--- config.mk ---
export PLATFORM = sky130hd
export DESIGN_NAME = perf_counter_bank_flat
export DESIGN_NICKNAME = d
export VERILOG_FILES = /design/src/rtl/perf_pkg.sv /design/src/rtl/perf_counter_bank_if.sv /design/src/rtl/perf_event_counter.sv /design/src/rtl/perf_counter_bank.sv /design/src/flat_wrapper.sv
export SDC_FILE = /design/constraint.sdc
export NUM_CORES = 1
export LEC_CHECK = 0
export ABC_AREA = 1
export CAP_MARGIN = 10
export CORE_MARGIN = 4
export CORE_UTILIZATION = 36
export CTS_CLUSTER_DIAMETER = 40
export DETAILED_ROUTE_END_ITERATION = 7
export GPL_TIMING_DRIVEN = 0
export PLACE_DENSITY = 0.53
export SYNTH_ARGS = -nofsm -noshare
export SYNTH_HDL_FRONTEND = slang
export SYNTH_SLANG_ARGS = --single-unit
--- constraint.sdc ---
create_clock -name clk -period 1.6 [get_ports clk]
set_input_delay 0.32 -clock clk [delete_from_list [all_inputs] [get_ports clk]]
set_output_delay 0.32 -clock clk [all_outputs]
set_load 0.05 [all_outputs]
--- src/rtl/perf_pkg.sv ---
// rtl/perf_pkg.sv - shared constants for the performance counter bank
package perf_pkg;

  localparam int DEF_NUM_CH = 6;
  localparam int DEF_CNT_W  = 32;
  localparam int DEF_ADDR_W = 5;

  // The cycle counter sits directly after the last event channel in the read map.
  localparam int CYCLE_IDX_OFS = 0;

  localparam int CH_RETIRE = 0;
  localparam int CH_IC_REQ = 1;
  localparam int CH_IC_HIT = 2;
  localparam int CH_DC_REQ = 3;
  localparam int CH_DC_HIT = 4;
  localparam int CH_STALL  = 5;

  function automatic int cycleIdx(input int numCh);
    return numCh + CYCLE_IDX_OFS;
  endfunction

endpackage

--- src/rtl/perf_counter_bank_if.sv ---
// rtl/perf_counter_bank_if.sv - registered single-port read bus of the counter bank
interface perf_counter_bank_if #(
  parameter int ADDR_W = 5,
  parameter int CNT_W  = 32
);

  logic              rd_req;
  logic [ADDR_W-1:0] rd_addr;
  logic              rd_valid;
  logic [CNT_W-1:0]  rd_data;
  logic              rd_err;

  modport master (
    output rd_req, rd_addr,
    input  rd_valid, rd_data, rd_err
  );

  modport slave (
    input  rd_req, rd_addr,
    output rd_valid, rd_data, rd_err
  );

endinterface

--- src/rtl/perf_event_counter.sv ---
// rtl/perf_event_counter.sv - one wrapping or saturating counter with sticky overflow flag
module perf_event_counter #(
  parameter int CNT_W    = 32,
  parameter int SAT_MODE = 0
) (
  input  logic             clk,
  input  logic             rst,
  input  logic             clr,
  input  logic             inc,
  output logic [CNT_W-1:0] value,
  output logic             ovf
);

  logic atMax;

  assign atMax = &value;

  always_ff @(posedge clk) begin
    if (rst || clr) begin
      value <= '0;
      ovf   <= 1'b0;
    end else if (inc) begin
      if (atMax) begin
        ovf <= 1'b1;
        if (SAT_MODE == 0) value <= '0;
      end else begin
        value <= value + CNT_W'(1);
      end
    end
  end

endmodule

--- src/rtl/perf_counter_bank.sv ---
// rtl/perf_counter_bank.sv - event and cycle counters with halt freeze and registered reads
// Optional PERF_SNAPSHOT_EN adds a snap input and shadow registers that reads return.
module perf_counter_bank
  import perf_pkg::*;
#(
  parameter int NUM_CH   = DEF_NUM_CH,
  parameter int CNT_W    = DEF_CNT_W,
  parameter int SAT_MODE = 0,
  parameter int ADDR_W   = DEF_ADDR_W
) (
  input  logic              clk,
  input  logic              rst,
  input  logic              count_en,
  input  logic [NUM_CH-1:0] event_i,
  input  logic              halt,
  input  logic              clr,
`ifdef PERF_SNAPSHOT_EN
  input  logic              snap,
`endif
  output logic [NUM_CH:0]   overflow,
  output logic              frozen,
  perf_counter_bank_if.slave rdBus
);

  localparam int NUM_CNT = cycleIdx(NUM_CH) + 1;

  logic               cntEn;
  logic [NUM_CNT-1:0] incVec;
  logic [CNT_W-1:0]   cntVal [NUM_CNT];
  logic [CNT_W-1:0]   srcVal [NUM_CNT];
  logic [CNT_W-1:0]   rdMux;
  logic               addrBad;

  assign cntEn  = count_en & ~frozen;
  assign incVec = {cntEn, event_i & {NUM_CH{cntEn}}};

  for (genvar i = 0; i < NUM_CNT; i++) begin : gCnt
    perf_event_counter #(
      .CNT_W   (CNT_W),
      .SAT_MODE(SAT_MODE)
    ) uCnt (
      .clk  (clk),
      .rst  (rst),
      .clr  (clr),
      .inc  (incVec[i]),
      .value(cntVal[i]),
      .ovf  (overflow[i])
    );
  end

  // The halt cycle itself still counts because cntEn uses the registered flag.
  always_ff @(posedge clk) begin
    if (rst || clr) frozen <= 1'b0;
    else if (halt)  frozen <= 1'b1;
  end

`ifdef PERF_SNAPSHOT_EN
  logic             takeSnap;
  logic [CNT_W-1:0] nextVal [NUM_CNT];

  assign takeSnap = snap | (halt & ~frozen);

  // Shadows capture post-update values, so mirror the counter's next state here.
  always_comb begin
    for (int i = 0; i < NUM_CNT; i++) begin
      nextVal[i] = cntVal[i];
      if (incVec[i]) begin
        if (&cntVal[i]) nextVal[i] = (SAT_MODE != 0) ? cntVal[i] : '0;
        else            nextVal[i] = cntVal[i] + CNT_W'(1);
      end
    end
  end

  always_ff @(posedge clk) begin
    for (int i = 0; i < NUM_CNT; i++) begin
      if (rst || clr)    srcVal[i] <= '0;
      else if (takeSnap) srcVal[i] <= nextVal[i];
    end
  end
`else
  always_comb begin
    for (int i = 0; i < NUM_CNT; i++) srcVal[i] = cntVal[i];
  end
`endif

  // Unmatched addresses fall through to zero, which is the out-of-range data.
  always_comb begin
    rdMux = '0;
    for (int i = 0; i < NUM_CNT; i++) begin
      if (rdBus.rd_addr == ADDR_W'(i)) rdMux = srcVal[i];
    end
  end

  assign addrBad = rdBus.rd_addr > ADDR_W'(cycleIdx(NUM_CH));

  always_ff @(posedge clk) begin
    if (rst) begin
      rdBus.rd_valid <= 1'b0;
      rdBus.rd_data  <= '0;
      rdBus.rd_err   <= 1'b0;
    end else begin
      rdBus.rd_valid <= rdBus.rd_req;
      if (rdBus.rd_req) begin
        rdBus.rd_data <= rdMux;
        rdBus.rd_err  <= addrBad;
      end
    end
  end

endmodule

--- src/flat_wrapper.sv ---
// flat-port wrapper written by rule: the top's interface ports become plain ports
module perf_counter_bank_flat import perf_pkg::*;
#(
  parameter int NUM_CH   = DEF_NUM_CH,
  parameter int CNT_W    = DEF_CNT_W,
  parameter int SAT_MODE = 0,
  parameter int ADDR_W   = DEF_ADDR_W
)
  (clk, rst, count_en, event_i, halt, clr, overflow, frozen, rdBus_rd_req, rdBus_rd_addr, rdBus_rd_valid, rdBus_rd_data, rdBus_rd_err);
  perf_counter_bank_if #(.ADDR_W(ADDR_W), .CNT_W(CNT_W)) rdBus_i ();
  input  logic clk;
  input  logic rst;
  input  logic count_en;
  input  logic [NUM_CH-1:0] event_i;
  input  logic halt;
  input  logic clr;
  output logic [NUM_CH:0] overflow;
  output logic frozen;
  input wire logic [$bits(rdBus_i.rd_req)-1:0] rdBus_rd_req;
  input wire logic [$bits(rdBus_i.rd_addr)-1:0] rdBus_rd_addr;
  output wire logic [$bits(rdBus_i.rd_valid)-1:0] rdBus_rd_valid;
  output wire logic [$bits(rdBus_i.rd_data)-1:0] rdBus_rd_data;
  output wire logic [$bits(rdBus_i.rd_err)-1:0] rdBus_rd_err;
  assign rdBus_i.rd_req = rdBus_rd_req;
  assign rdBus_i.rd_addr = rdBus_rd_addr;
  assign rdBus_rd_valid = rdBus_i.rd_valid;
  assign rdBus_rd_data = rdBus_i.rd_data;
  assign rdBus_rd_err = rdBus_i.rd_err;
  perf_counter_bank #(.NUM_CH(NUM_CH), .CNT_W(CNT_W), .SAT_MODE(SAT_MODE), .ADDR_W(ADDR_W)) u_core (.clk(clk), .rst(rst), .count_en(count_en), .event_i(event_i), .halt(halt), .clr(clr), .overflow(overflow), .frozen(frozen), .rdBus(rdBus_i));
endmodule
==> metrics.md <==
| Metric | Value |
|---|---|
| Status | `finished, violations left` |
| Failing checks | `setup timing` |
| Post-Syn Area | `0.01683 mm²` |
| Pre-CTS WS | `-1.762 ns` |
| Core area | `roughly 0.046 mm²` |
| Worst Max-Slew Pin Slew | `~0.84 ns` |
| Int Pwr | `0.01477 W` |
| Clk network pwr share | `0.602` |
| Setup Skew | `about 0.024 ns` |
| First-pass GRT wire length | `103,400 µm` |
| Combinational share of power | `0.056` |
| Req. time, crit path | `2.13 ns` |
| Pwr dens | `between 800 and 900 mW/mm²` |
| Lkg Pwr | `8.740 nW` |
| Syn Inst Count | `2,801` |
| Setup Viol. Count Final | `46` |
| Height of the die | `~220 µm` |
| Post-synth EDFFs | `0` |
| TritonCTS Buffers | `53` |
| Final WS setup | `-0.08235 ns` |
| CTS H-Tree Depth | `2` |
| # DRC | `0` |
| Routability congestion estimate | `~1` |
| Yosys top cell by area | `dfxtp_1` |
| Post-synth top flop | `dfxtp_1` |
| Total die area | `0.05027 mm²` |
| Avg WL per Cell | `about 19 µm` |
| NetSw | `0.004626 W` |
| Synth-to-layout area growth | `37.58%` |
| Commonest non-fill, non-tap cells in the layout | `nand2_1 (748), nor2_1 (328), inv_1 (293), nand4_1 (207), a21oi_1 (142)` |
| RSZ-0062 raised after global routing | `true` |
| Hold Crit Class | `input pin to register` |
| Dominant cells by area after synthesis | `dfxtp_1 (32%), nand2_1 (18%), nor2_1 (11%)` |
| IO Port Bufs | `56` |
| Yosys top cell area share | `0.3164` |
| Final Hold Viols | `0` |
| Crit path max fanout | `6` |
| Max-cap viol count | `0` |
| Clock Sinks | `266` |
| Simple-Gate Fraction of Synth Area | `0.4752` |
| Type of origin of the critical path | `register` |
| Inserted Diodes | `0` |
| Async SR Flop Fraction | `0` |
| Pin count of the biggest net entering global routing | `14` |
| Total grt overflow | `0` |
| Ports | `59` |
| Final non-filler cell total | `3,693` |
| Initial antenna violation count | `0` |
| Clock Tree Buf Depth | `3` |
| Final core utilization | `0.5058` |
| TritonCTS clock tree | `yes` |
| DR pass1 iterations | `6` |
| Routed Wire Length | `69,650 µm` |
| Global Route Usage Sum | `0.2612` |
| Initial Util | `0.3677` |
| Hpwl dp | `51,690 µm` |
| Mapped Nets | `2,825` |
| Placed insts | `3,457` |
| Compound-Gate Fraction of Synth Area | `0.07554` |
| Nets | `a little over 3,000` |
| Critical Path AT | `between 2 and 2.5 ns` |
| Commonest non-fill, non-tap cell in the layout | `nand2_1` |
| Routed Antenna Nets | `0` |
| Endpoint type of the worst setup path | `register` |
| Sequential Power Share | `0.342` |
| Die width | `224.2 µm` |
| Sw frac | `0.2385` |
| Sequential share of the synthesized area | `0.3164` |
| Synth Area in XOR/XNOR | `0.02967` |
| Pins over their slew limit | `0` |
| WS Path Type | `register to register` |
| Skew-Pair Late Insertion Delay | `0.59 ns` |
| Layout cells sized above 1 | `0.2839` |
| Setup tns final | `-1.360 ns` |
| Final period utilization | `1.051` |
| Vias per inst | `5.302` |
| Clock transition at path regs | `0.06 ns` |
| Worst vdd ir | `1222 µV` |
| Slew HR | `0.4407` |
| Count of cell types in the netlist | `47` |
| FF+latch count, synth | `266` |
| Fin crit period | `approximately 1.7 ns` |
| Hold Buf Count CTS | `0` |
| Root buffer cell | `clkbuf_16` |
| Fmax | `~590 MHz` |
| Tot Pwr | `just under 0.02 W` |
| Syn avg cell area | `6.008 µm²` |
| Main combinational cell family by area after synthesis | `simple AND/OR/NAND/NOR gates` |
| Mux share of post-synthesis cell area | `0` |
| Warnings, synthesis | `0` |
| Num rows | `78` |
| Vias in the first global route | `17,880` |
| DRT iter0 DRCs | `about 1,700` |
| Vias | `19,580` |
| Area share of fa/ha/maj cells after synthesis | `0.005204` |
==> critical path, cell delays in order, from the launching register on <==
cell and delay (ns):
dfxtp_4 0.38, nor2_8 0.18, buf_4 0.15, buf_6 0.12, nand2_8 0.07, nor2_4 0.21, nand2_4 0.11, nor2_4 0.17
a31oi_1 0.11, nor2_1 0.12
==> cells by family (layout without fill, tap and decap cells) <==
family / Yosys count / count (layout)
AO/OA/AOI/OAI: 241 / 241
XOR/XNOR: 57 / 57
adder cells (fa/ha/maj): 7 / 7
buffers and inverters: 420 / 711
flip-flops: 266 / 266
AND/OR/NAND/NOR: 1810 / 1811
==> layout make-up <==
cell class,instances,area (µm²)
fillers,4629,22620
multi-input cells,2116,11600
flip-flops and latches,266,5563
repair buffers,197,1559
clock buffers,74,1538
inverters,318,1221
well taps,600,750.7
plain buffers,97,575.6
clock inverters,25,341.6
==> state kept, by name, indices dropped and copies added (netlist names) <==
| signal | cells |
|---|---|
| u_core.gCnt.uCnt.value | 224 |
| u_core.rdBus.rd_data | 32 |
| u_core.rdBus.rd_valid | 1 |
| u_core.gCnt.uCnt.ovf | 7 |
| u_core.frozen | 1 |
| u_core.rdBus.rd_err | 1 |
==> worst paths after layout <==
path	startpoint	end	slack (ns)	cells past startpoint
hold / removal	rst	u_core.rdBus.rd_data[31]$_SDFFE_PP0P_	0.03	2
setup reg to reg	u_core.frozen$_SDFFE_PP0P_	u_core.gCnt[3].uCnt.value[11]$_SDFFE_PP0N_	-0.08	9
setup / recovery	u_core.frozen$_SDFFE_PP0P_	u_core.gCnt[3].uCnt.value[11]$_SDFFE_PP0N_	-0.08	9
hold reg to reg	u_core.gCnt[1].uCnt.ovf$_SDFFE_PP0P_	u_core.gCnt[1].uCnt.ovf$_SDFFE_PP0P_	0.45	2
==> power by group through the flow <==
stage / sequential, W / combinational (W) / clock (W)
floorplan: 0.00684 / 0.000451 / 0
global placement: 0.00681 / 0.000812 / 0
detailed placement: 0.00681 / 0.000819 / 0
CTS: 0.00666 / 0.000960 / 0.0119
global route: 0.00663 / 0.00115 / 0.0122
finish: 0.00664 / 0.00108 / 0.0117
==> what timing repair did <==
action,in CTS,in global routing
gates resized for setup,584,417
pin swaps,66,114
setup buffers,80,60
cloned,5,3
setup endpoints to repair,306,227
==> per-layer routing <==
metal | GRT usage | up-vias | wire [µm]
met1 | 0.3406 | 9233 | 29360
li1 | - | 9554 | -
met2 | 0.4344 | 654 | 32510
met5 | 0 | - | 0
met3 | 0.06199 | 139 | 5418
met4 | 0.07411 | 0 | 2357
==> per-stage QoR <==
step	hold WS [ns]	cell area (µm²)
3_5_place_dp	0.4441	18180
5_1_grt	0.02968	23150
4_1_cts	0.01412	21610
2_1_floorplan	0.4304	16870
6_report	0.03232	23150
3_3_place_gp	0.4423	18180
==> cell usage after synthesis, types with 5 or more instances <==
library cell  instances
nand2_1             829
nor2_1              495
inv_1               313
dfxtp_1             266
nand4_1             207
a21oi_1             146
nand3_1             146
o21ai_0              67
clkbuf_1             65
nor3_1               49
xor2_1               44
buf_2                16
nand3b_1             14
nor2_2               13
xnor2_1              13
buf_4                10
or2_2                10
buf_1                 9
nor2_4                9
nor3_2                9
ha_1                  7
and3_1                6
a21o_1                5
o22ai_1               5
No activity file was read; power rests on OpenSTA's default activity.
